<file path="src/rtl/digit_scan_pkg.sv">
// Shared constants for the two-digit scan controller: FSM state codes,
// the blank segment pattern and the BCD-to-7-segment lookup table.
package digit_scan_pkg;

  typedef logic [2:0] state_t;

  localparam state_t ST_OFF   = 3'd0;
  localparam state_t ST_SHOW1 = 3'd1;
  localparam state_t ST_GAP1  = 3'd2;
  localparam state_t ST_SHOW4 = 3'd3;
  localparam state_t ST_GAP4  = 3'd4;

  localparam logic [6:0] SEG_BLANK = 7'h7F;

  // {g,f,e,d,c,b,a}, active-low; codes 10..15 are blank
  localparam logic [6:0] SEG_LUT [16] = '{
    7'h40, 7'h79, 7'h24, 7'h30, 7'h19, 7'h12, 7'h02, 7'h78,
    7'h00, 7'h10, 7'h7F, 7'h7F, 7'h7F, 7'h7F, 7'h7F, 7'h7F
  };

  function automatic int cnt_width(input int a, input int b);
    int m;
    m = 2;
    if (a > m) m = a;
    if (b > m) m = b;
    return $clog2(m);
  endfunction

endpackage

</file>
<file path="src/rtl/digit_scan_ctrl_if.sv">
// Display-side signal bundle of digit_scan_ctrl. `blink` exists only when
// DIGIT_BLINK_EN is defined.
interface digit_scan_ctrl_if;
  import digit_scan_pkg::*;

  // Plain level signals, no valid/ready: inputs are sampled every clock and
  // outputs are valid every cycle after reset.
  logic       enable;
  logic [3:0] digit1_code;
  logic [3:0] digit4_code;
  logic       sel;
  logic       onoff;
  logic [6:0] seg_out;
  state_t     dbg_state;
`ifdef DIGIT_BLINK_EN
  logic       blink;

  modport master (output enable, digit1_code, digit4_code, blink,
                  input  sel, onoff, seg_out, dbg_state);
  modport slave  (input  enable, digit1_code, digit4_code, blink,
                  output sel, onoff, seg_out, dbg_state);
`else
  modport master (output enable, digit1_code, digit4_code,
                  input  sel, onoff, seg_out, dbg_state);
  modport slave  (input  enable, digit1_code, digit4_code,
                  output sel, onoff, seg_out, dbg_state);
`endif

endinterface

</file>
<file path="src/rtl/digit_scan_ctrl_seg7_decoder.sv">
// Combinational BCD to active-low 7-segment decoder; non-decimal codes blank.
module seg7_decoder
  import digit_scan_pkg::*;
(
  input  logic [3:0] i_code,
  output logic [6:0] o_seg
);

  assign o_seg = SEG_LUT[i_code];

endmodule

</file>
<file path="src/rtl/digit_scan_ctrl.sv">
// Two-digit (D1/D4) 7-segment refresh controller with blanking gaps.
// Optional whole-display blink when DIGIT_BLINK_EN is defined.
module digit_scan_ctrl
  import digit_scan_pkg::*;
#(
  parameter int DIGIT_CYCLES = 50000,
  parameter int BLANK_CYCLES = 500
`ifdef DIGIT_BLINK_EN
  ,
  parameter int BLINK_FRAMES = 50
`endif
) (
  input  logic              clk,
  input  logic              rst,
  digit_scan_ctrl_if.slave  bus
);

  localparam int  CW      = cnt_width(DIGIT_CYCLES, BLANK_CYCLES);
  localparam bit  HAS_GAP = (BLANK_CYCLES > 0);
  localparam logic [CW-1:0] DLAST = CW'(DIGIT_CYCLES - 1);
  localparam logic [CW-1:0] BLAST = HAS_GAP ? CW'(BLANK_CYCLES - 1) : '0;

  state_t        r_state;
  logic [CW-1:0] r_cnt;
  logic [3:0]    r_code;
  logic [6:0]    w_dec;
  logic          w_lit;
  logic          w_dark;

  always_ff @(posedge clk) begin
    if (rst) begin
      r_state <= ST_OFF;
      r_cnt   <= '0;
      r_code  <= '0;
    end else if (!bus.enable) begin
      r_state <= ST_OFF;
      r_cnt   <= '0;
    end else begin
      case (r_state)
        ST_OFF: begin
          r_state <= ST_SHOW1;
          r_code  <= bus.digit1_code;
          r_cnt   <= '0;
        end
        ST_SHOW1: begin
          if (r_cnt == DLAST) begin
            r_cnt <= '0;
            if (HAS_GAP) begin
              r_state <= ST_GAP1;
            end else begin
              r_state <= ST_SHOW4;
              r_code  <= bus.digit4_code;
            end
          end else begin
            r_cnt <= r_cnt + CW'(1);
          end
        end
        ST_GAP1: begin
          if (r_cnt == BLAST) begin
            r_cnt   <= '0;
            r_state <= ST_SHOW4;
            r_code  <= bus.digit4_code;
          end else begin
            r_cnt <= r_cnt + CW'(1);
          end
        end
        ST_SHOW4: begin
          if (r_cnt == DLAST) begin
            r_cnt <= '0;
            if (HAS_GAP) begin
              r_state <= ST_GAP4;
            end else begin
              r_state <= ST_SHOW1;
              r_code  <= bus.digit1_code;
            end
          end else begin
            r_cnt <= r_cnt + CW'(1);
          end
        end
        ST_GAP4: begin
          if (r_cnt == BLAST) begin
            r_cnt   <= '0;
            r_state <= ST_SHOW1;
            r_code  <= bus.digit1_code;
          end else begin
            r_cnt <= r_cnt + CW'(1);
          end
        end
        default: begin
          r_state <= ST_OFF;
          r_cnt   <= '0;
        end
      endcase
    end
  end

`ifdef DIGIT_BLINK_EN
  localparam int FW = cnt_width(BLINK_FRAMES, 0);
  localparam logic [FW-1:0] FLAST = FW'(BLINK_FRAMES - 1);

  logic [FW-1:0] r_frame;
  logic          r_phase;
  logic          w_wrap;

  // A completed frame is the D4 slot (or its gap) handing back to SHOW1.
  assign w_wrap = bus.enable &&
                  ((r_state == ST_GAP4 && r_cnt == BLAST) ||
                   (!HAS_GAP && r_state == ST_SHOW4 && r_cnt == DLAST));

  always_ff @(posedge clk) begin
    if (rst || !bus.blink) begin
      r_frame <= '0;
      r_phase <= 1'b0;
    end else if (w_wrap) begin
      if (r_frame == FLAST) begin
        r_frame <= '0;
        r_phase <= ~r_phase;
      end else begin
        r_frame <= r_frame + FW'(1);
      end
    end
  end

  // Phase can only be set while blink is high, so forcing on the register
  // alone keeps the outputs free of any input-to-output path.
  assign w_dark = r_phase;
`else
  assign w_dark = 1'b0;
`endif

  seg7_decoder u_dec (
    .i_code (r_code),
    .o_seg  (w_dec)
  );

  assign w_lit         = (r_state == ST_SHOW1) || (r_state == ST_SHOW4);
  assign bus.sel       = (r_state == ST_SHOW4) || (r_state == ST_GAP4);
  assign bus.onoff     = !w_lit || w_dark;
  assign bus.seg_out   = (w_lit && !w_dark) ? w_dec : SEG_BLANK;
  assign bus.dbg_state = r_state;

endmodule

</file>
<file path="src/flat_wrapper.sv">
// flat-port wrapper written by rule: the top's interface ports become plain ports
module digit_scan_ctrl_flat import digit_scan_pkg::*;
#(
  parameter int DIGIT_CYCLES = 50000,
  parameter int BLANK_CYCLES = 500

)
  (clk, rst, bus_enable, bus_digit1_code, bus_digit4_code, bus_sel, bus_onoff, bus_seg_out, bus_dbg_state);
  digit_scan_ctrl_if bus_i ();
  input  logic clk;
  input  logic rst;
  input wire logic [$bits(bus_i.enable)-1:0] bus_enable;
  input wire logic [$bits(bus_i.digit1_code)-1:0] bus_digit1_code;
  input wire logic [$bits(bus_i.digit4_code)-1:0] bus_digit4_code;
  output wire logic [$bits(bus_i.sel)-1:0] bus_sel;
  output wire logic [$bits(bus_i.onoff)-1:0] bus_onoff;
  output wire logic [$bits(bus_i.seg_out)-1:0] bus_seg_out;
  output wire logic [$bits(bus_i.dbg_state)-1:0] bus_dbg_state;
  assign bus_i.enable = bus_enable;
  assign bus_i.digit1_code = bus_digit1_code;
  assign bus_i.digit4_code = bus_digit4_code;
  assign bus_sel = bus_i.sel;
  assign bus_onoff = bus_i.onoff;
  assign bus_seg_out = bus_i.seg_out;
  assign bus_dbg_state = bus_i.dbg_state;
  digit_scan_ctrl #(.DIGIT_CYCLES(DIGIT_CYCLES), .BLANK_CYCLES(BLANK_CYCLES)) u_core (.clk(clk), .rst(rst), .bus(bus_i));
endmodule
</file>
<file path="config.mk">
export PLATFORM = sky130hd
export DESIGN_NAME = digit_scan_ctrl_flat
export DESIGN_NICKNAME = d
export VERILOG_FILES = /design/src/rtl/digit_scan_pkg.sv /design/src/rtl/digit_scan_ctrl_if.sv /design/src/rtl/digit_scan_ctrl_seg7_decoder.sv /design/src/rtl/digit_scan_ctrl.sv /design/src/flat_wrapper.sv
export SDC_FILE = /design/constraint.sdc
export NUM_CORES = 1
export LEC_CHECK = 0
export ABC_AREA = 1
export BUFFER_PORTS_ARGS = -buffer_cell sky130_fd_sc_hd__buf_2
export CAP_MARGIN = 20
export CORE_UTILIZATION = 45
export CTS_CLUSTER_DIAMETER = 150
export DETAILED_ROUTE_END_ITERATION = 12
export PLACE_DENSITY = 0.63
export SLEW_MARGIN = 20
export SYNTH_ARGS = -nofsm -noshare
export SYNTH_HDL_FRONTEND = slang
export SYNTH_HIERARCHICAL = 1
export SYNTH_SLANG_ARGS = --single-unit
</file>
<file path="constraint.sdc">
create_clock -name clk -period 2.1 [get_ports clk]
set_input_delay 0.315 -clock clk [delete_from_list [all_inputs] [get_ports clk]]
set_output_delay 0.315 -clock clk [all_outputs]
set_load 0.02 [all_outputs]
</file>
Word level (Yosys, flattened, before mapping)
Memory sizes are Yosys's and may differ from the RTL's.
Cells that the tools add are included.
{"block": "classes", "add_sub_neg": 1, "n_mul": 0, "div": 0, "magnitude_cmp": 1, "eq_ne": 10, "n_shift": 0, "muxes": 14, "n_bitwise": 2, "reduce_logical": 10}
{"cell": "16-bit 2-to-1 mux", "count": 2}
{"cell": "16-bit one-hot mux with 2 select lines", "count": 1}
{"cell": "7-bit 2-to-1 mux", "count": 3}
{"cell": "16-bit by 1-bit adder with 16-bit output (second input constant)", "count": 1}
{"cell": "16-bit == test (second input constant)", "count": 1}
{"cell": "16-bit by 9-bit == test with 1-bit output (second input constant)", "count": 1}
{"cell": "3-bit one-hot mux with 5 select lines", "count": 1}
{"cell": "3-bit 2-to-1 mux", "count": 4}
{"cell": "4-bit one-hot mux with 3 select lines", "count": 1}
{"cell": "4-bit 2-to-1 mux", "count": 2}
{"cell": "2-bit by 1-bit != test with 1-bit output (second input constant)", "count": 4}
{"cell": "4-bit AND reduction", "count": 2}
{"cell": "3-bit by 2-bit == test with 1-bit output (second input constant)", "count": 2}
{"cell": "2-bit OR reduction", "count": 3}
{"cell": "5-bit >= comparator (second input constant)", "count": 1}
{"cell": "4-bit NOT with 5-bit output", "count": 1}
{"cell": "3-bit by 1-bit == test with 1-bit output (second input constant)", "count": 1}
{"cell": "3-bit == test (second input constant)", "count": 1}
{"cell": "3-bit zero test", "count": 1}
{"cell": "3-bit nonzero test", "count": 1}
{"cell": "1-bit logical OR", "count": 2}
{"cell": "1-bit zero test", "count": 1}
{"cell": "1-bit NOT", "count": 1}
{"block": "totals", "regBits": 23, "latchBits": 0, "mem_bits_rw": 0, "rom_bits": 112, "in_bits": 11, "out_inout_bits": 12, "word_cells": 42, "mem_count": 1}
{"name": "(name not given)", "words": 16, "word_bits": 7, "read_ports": 1, "rd_ports_with_merged_regs": 0, "write_ports": 0, "line": "digit_scan_ctrl_seg7_decoder.sv:9", "text": "assign o_seg = SEG_LUT[i_code];"}

Longest topological paths before layout
{"block": "logic_depth", "depth_word": 5, "ltp_mapped": 11, "mapped_depth_nobuf": 9}

Cells and area by module
The synthesis kept the hierarchy.
{"mod": "digit_scan_ctrl", "n_inst": 1, "cells_each": 202, "area_per_inst_um2": 1377.6, "seq_area_each_um2": 460.4}
{"mod": "seg7_decoder", "n_inst": 1, "cells_each": 35, "area_per_inst_um2": 187.7, "seq_area_each_um2": 0.0}

Worst setup path after synthesis
OpenSTA, ideal clock, no wires.
{"block": "synth_path", "path_type": "reg-to-output", "from": "reg u_core.r_state[0], in the netlist u_core/bus.dbg_state[0]", "to": "out bus_sel", "t_arrival_ns": 1.339, "required_ns": 1.785, "slack_ns": 0.446, "path_stages_with_launch": 4, "n_path_buf": 1, "cell_sequence": "dfxtp_1 -> nand2_1 -> clkbuf_1 -> o21ai_0"}
{"block": "synth_between", "elab_chain_len": 2, "word_cells_on_any_way": 3, "cone_classes": "eq/ne (2); reduce/logical (1)"}
{"item": "start, declared", "line": "digit_scan_ctrl.sv:23", "text": "state_t r_state;"}
{"item": "start signal, assigned", "line": "digit_scan_ctrl.sv:32", "text": "r_state <= ST_OFF;"}
{"item": "start signal, assigned", "line": "digit_scan_ctrl.sv:36", "text": "r_state <= ST_OFF;"}
{"item": "start signal, assigned", "line": "digit_scan_ctrl.sv:41", "text": "r_state <= ST_SHOW1;"}
{"item": "3-bit by 2-bit == test with 1-bit output or 3-bit == test (tied branches)", "line": "digit_scan_ctrl.sv:137", "text": "assign bus.sel = (r_state == ST_SHOW4) || (r_state == ST_GAP4);"}
{"item": "1-bit logical OR (*)", "line": "digit_scan_ctrl.sv:137"}
{"item": "end, declared", "line": "flat_wrapper.sv:15", "text": "output wire logic [$bits(bus_i.sel)-1:0] bus_sel;"}
Mark *: on every way between the ends. The rest lies on a longest branch, timed or not.

Worst setup path in the final report
{"block": "layout_path", "from": "reg u_core.r_code[1]", "to": "out bus_seg_out[6]"}
{"block": "layout_between", "elab_chain_len": 5}
{"item": "start, declared", "line": "digit_scan_ctrl.sv:25", "text": "logic [3:0] r_code;"}
{"item": "start signal, assigned", "line": "digit_scan_ctrl.sv:42", "text": "r_code <= bus.digit1_code;"}
{"item": "start signal, assigned", "line": "digit_scan_ctrl.sv:52", "text": "r_code <= bus.digit4_code;"}
{"item": "start signal, assigned", "line": "digit_scan_ctrl.sv:62", "text": "r_code <= bus.digit4_code;"}
{"item": "4-bit NOT with 5-bit output (implied by the code)", "line": "digit_scan_ctrl_seg7_decoder.sv:9"}
{"item": "memory 16 x 7 bit"}
{"item": "7-bit 2-to-1 mux (implied by the code) (2 in series)", "line": "digit_scan_ctrl_seg7_decoder.sv:9"}
{"item": "named net u_core.w_dec[6]", "line": "digit_scan_ctrl.sv:26", "text": "logic [6:0] w_dec;"}
{"item": "7-bit 2-to-1 mux", "line": "digit_scan_ctrl.sv:139", "text": "assign bus.seg_out = (w_lit && !w_dark) ? w_dec : SEG_BLANK;"}
{"item": "end, declared", "line": "flat_wrapper.sv:17", "text": "output wire logic [$bits(bus_i.seg_out)-1:0] bus_seg_out;"}
The timed path passes the listed nets, and every way through them passes these cells. The select of a mux whose other input is x is not followed.

==> impl_metrics.ini <==
[status]
status = completed

[global_route]
grtUsageTotal_pct = 16.6
grt_pass1_vias = 1091
gr-total-overflow = 0
grt_first_pass_wirelength_um = 4700
grt_max_degree = 17
antenna_found_initial = 0

[timing]
clock_skew_ns = 0.0130
min_period_ns = 2.01
relSlewSlack_pct = 66.2
rsz0062_at_grt = true
setup_viol = 0
final_max_slew_viol_count = 0
worstMarginPinSlew_ns = 0.505
fmax_mhz = 499
hold_viol = 0
post-route-period-util_pct = 95.5
fin_setup_tns_ns = 0

[cts]
cts_buffers = 3
cts.sink_count = 23
cts_tree = yes
clk_pin_slew_ns = 0.13
clk_latency_ns = 0.32
root_buffer = clkbuf_4
hold_buffers = 0
clockBufferDepth = 2
ctsHtreeMaxLevel = 1

[critical_path]
crit_type = register to primary output
reg2reg_from = u_core/r_cnt[0]
cp.arrival_ns = 1.69
worstPathCellList = buf_4 -> ha_1 -> inv_1 -> nand2_1 -> nand3_1 -> nand2_1 -> or2_2 -> buf_4
critPathMaxStageDelay_ns = 0.38
reg2reg_depth = 8
r2r_slack_ns = 0.49
cpMaxStageDelayCell = dfxtp_4
cp_max_fo = 5
crit_start = u_core/r_code[1]
critPathLaunchType = register
worstReg2RegEnd = u_core/r_cnt[11]
cp-end-kind = primary output
critPathRequiredTime_ns = 1.78

[yosys]
netlist_area_um2 = 1570
syn_inst = 237
synth_ff_type = dfxtp_1
synth_top_area_share_pct = 29.4
synth_top_cell_by_area = dfxtp_1
yosys_register_bits = 23
synth_edf_count = 0
yosysSeqAreaShare_pct = 29.4
syn-num-nets = 254
avgSynthCellArea_um2 = 6.60
ys_warn_count = 6
yosysUniqueCellTypes = 26
synthTopCellsByArea = dfxtp_1 29%, nand2_1 13%, inv_1 9.4%, nor2_1 7.0%, nand3_1 6.7%
async_reset_ff_share_pct = 0

[min_path]
min_to = u_core/r_code[0]
holdPathStages = 4
hold_path.class = primary input to register
min-delay-start = rst

[final_layout]
syn_to_final_growth_pct = 11.6
postLayoutCellArea_um2 = 1750
drive_gt1_share_pct = 24.2
diodes = 0
fin_nets = 278
final_util_pct = 52.3
fin_cells = 306

[drt]
drt-total-wl_um = 2830
first_pass_iters = 4
drt-vias-per-instance = 4.55
drc = 0
vias = 1391
ant_nets = 0
drt-initial-drc-count = 39
post_drt_wl_per_cell_um = 9.26

[power]
pwr-share-clk_pct = 25.0
power_density_nw_per_um2 = 497
comb_power_share_pct = 21.6
p_sw_mw = 0.272
internal_power_mw = 0.596
p_seq_share_pct = 53.5
peakVddDrop_mv = 0.296
leakagePower_nw = 0.789
switching_share_pct = 31.4

[place]
dpl_cell_area_um2 = 1690
dp_hpwl_um = 2200
gp_congestion = 0.797
port_buffers = 22
dp_cells = 301

[job]
maxCapViolations = 0

[floorplanning]
die_w_um = 61.0
coreArea_um2 = 3340
ios = 23
die_h_um = 61.0
dieArea_um2 = 3720
num_rows = 21
initial_core_util_pct = 46.9
## power groups by stage
stage / Combinational [mW] / Clock [mW] / Sequential [mW]
4_1_cts: 0.181 / 0.228 / 0.464
6_report: 0.187 / 0.217 / 0.464
5_1_grt: 0.218 / 0.243 / 0.467
3_5_place_dp: 0.181 / 0 / 0.473
3_3_place_gp: 0.180 / 0 / 0.473
2_1_floorplan: 0.141 / 0 / 0.474
## layout by cell type (no fill, tap or decap), types with 7 or more instances in the layout
cell type  synthesis  routed
nand2_1           53      53
inv_1             39      37
xor2_1             9       9
nor2_1            29      29
or2_2              7       7
nor2_2            12      12
dfxtp_1           23      21
nand3_1           21      21
buf_2              0      19
o21ai_0            8       8
## final cells by class
| type | count | area (µm²) |
|---|---|---|
| Inverter | 40 | 150 |
| Tap cell | 46 | 57.6 |
| Timing Repair Buffer | 23 | 129 |
| Clock buffer | 3 | 22.5 |
| Sequential cell | 23 | 468 |
| Fill cell | 362 | 1590 |
| Multi-Input combinational cell | 170 | 912 |
| Clock inverter | 1 | 7.51 |
## worst max path at each step
stage                endpoint  slack (ns)  cells after the start
2_1_floorplan         bus_sel        0.45                      3
3_3_place_gp   bus_seg_out[3]        0.36                      7
3_5_place_dp   bus_seg_out[3]        0.33                      7
4_1_cts        bus_seg_out[3]        0.03                      7
5_1_grt        bus_seg_out[6]       0.003                      8
6_report       bus_seg_out[6]        0.09                      8
## registers in the layout (all words and copies together), names as in the netlist
register,cells
u_core/r_cnt,16
u_core/bus.dbg_state,3
u_core/r_code,4
## logic make-up after synthesis
group           count (synthesis)  share of synthesized area, %
compound gates                 16                          5.60
xor+xnor                       10                          5.60
buf+inv                        44                          12.3
fa+ha+maj                       6                          4.80
flops                          23                          29.4
simple gates                  138                          42.3
## cell usage after synthesis, drive strengths merged (3+ instances only)
library cell and number:
nor2 41, nand4 3, xor2 9, buf 3, nand2 59, inv 40, ha 6, nand3 24
o21ai 9, or2 8, dfxtp 23, a21oi 7
## timing repair
item	in CTS	in global routing
gates resized for setup	1	9
setup buffers	0	1
pin swaps	0	2
setup endpoints to repair	1	3
## critical path: cells and delay by family, from the launching register on
kind          cells  cell delay [ns]
simple gates      4             0.47
flops             1             0.38
fa+ha+maj         1             0.17
buf+inv           3             0.34
## per-stage QoR
stage	setup WS (ns)	hold slack [ns]	power, mW
2_1_floorplan	0.446	0.427	0.615
6_report	0.0945	0.276	0.868
5_1_grt	0.00269	0.283	0.927
3_5_place_dp	0.334	0.449	0.654
4_1_cts	0.0271	0.270	0.873
3_3_place_gp	0.356	0.443	0.653
## layer usage
metal  part of all wire, %  GRT usage (%)
met5                     0              0
met4                   1.2           4.87
met3                   3.2           1.92
met2                    43           25.1
met1                    52           24.8
Power figures use the tool's default switching activity.
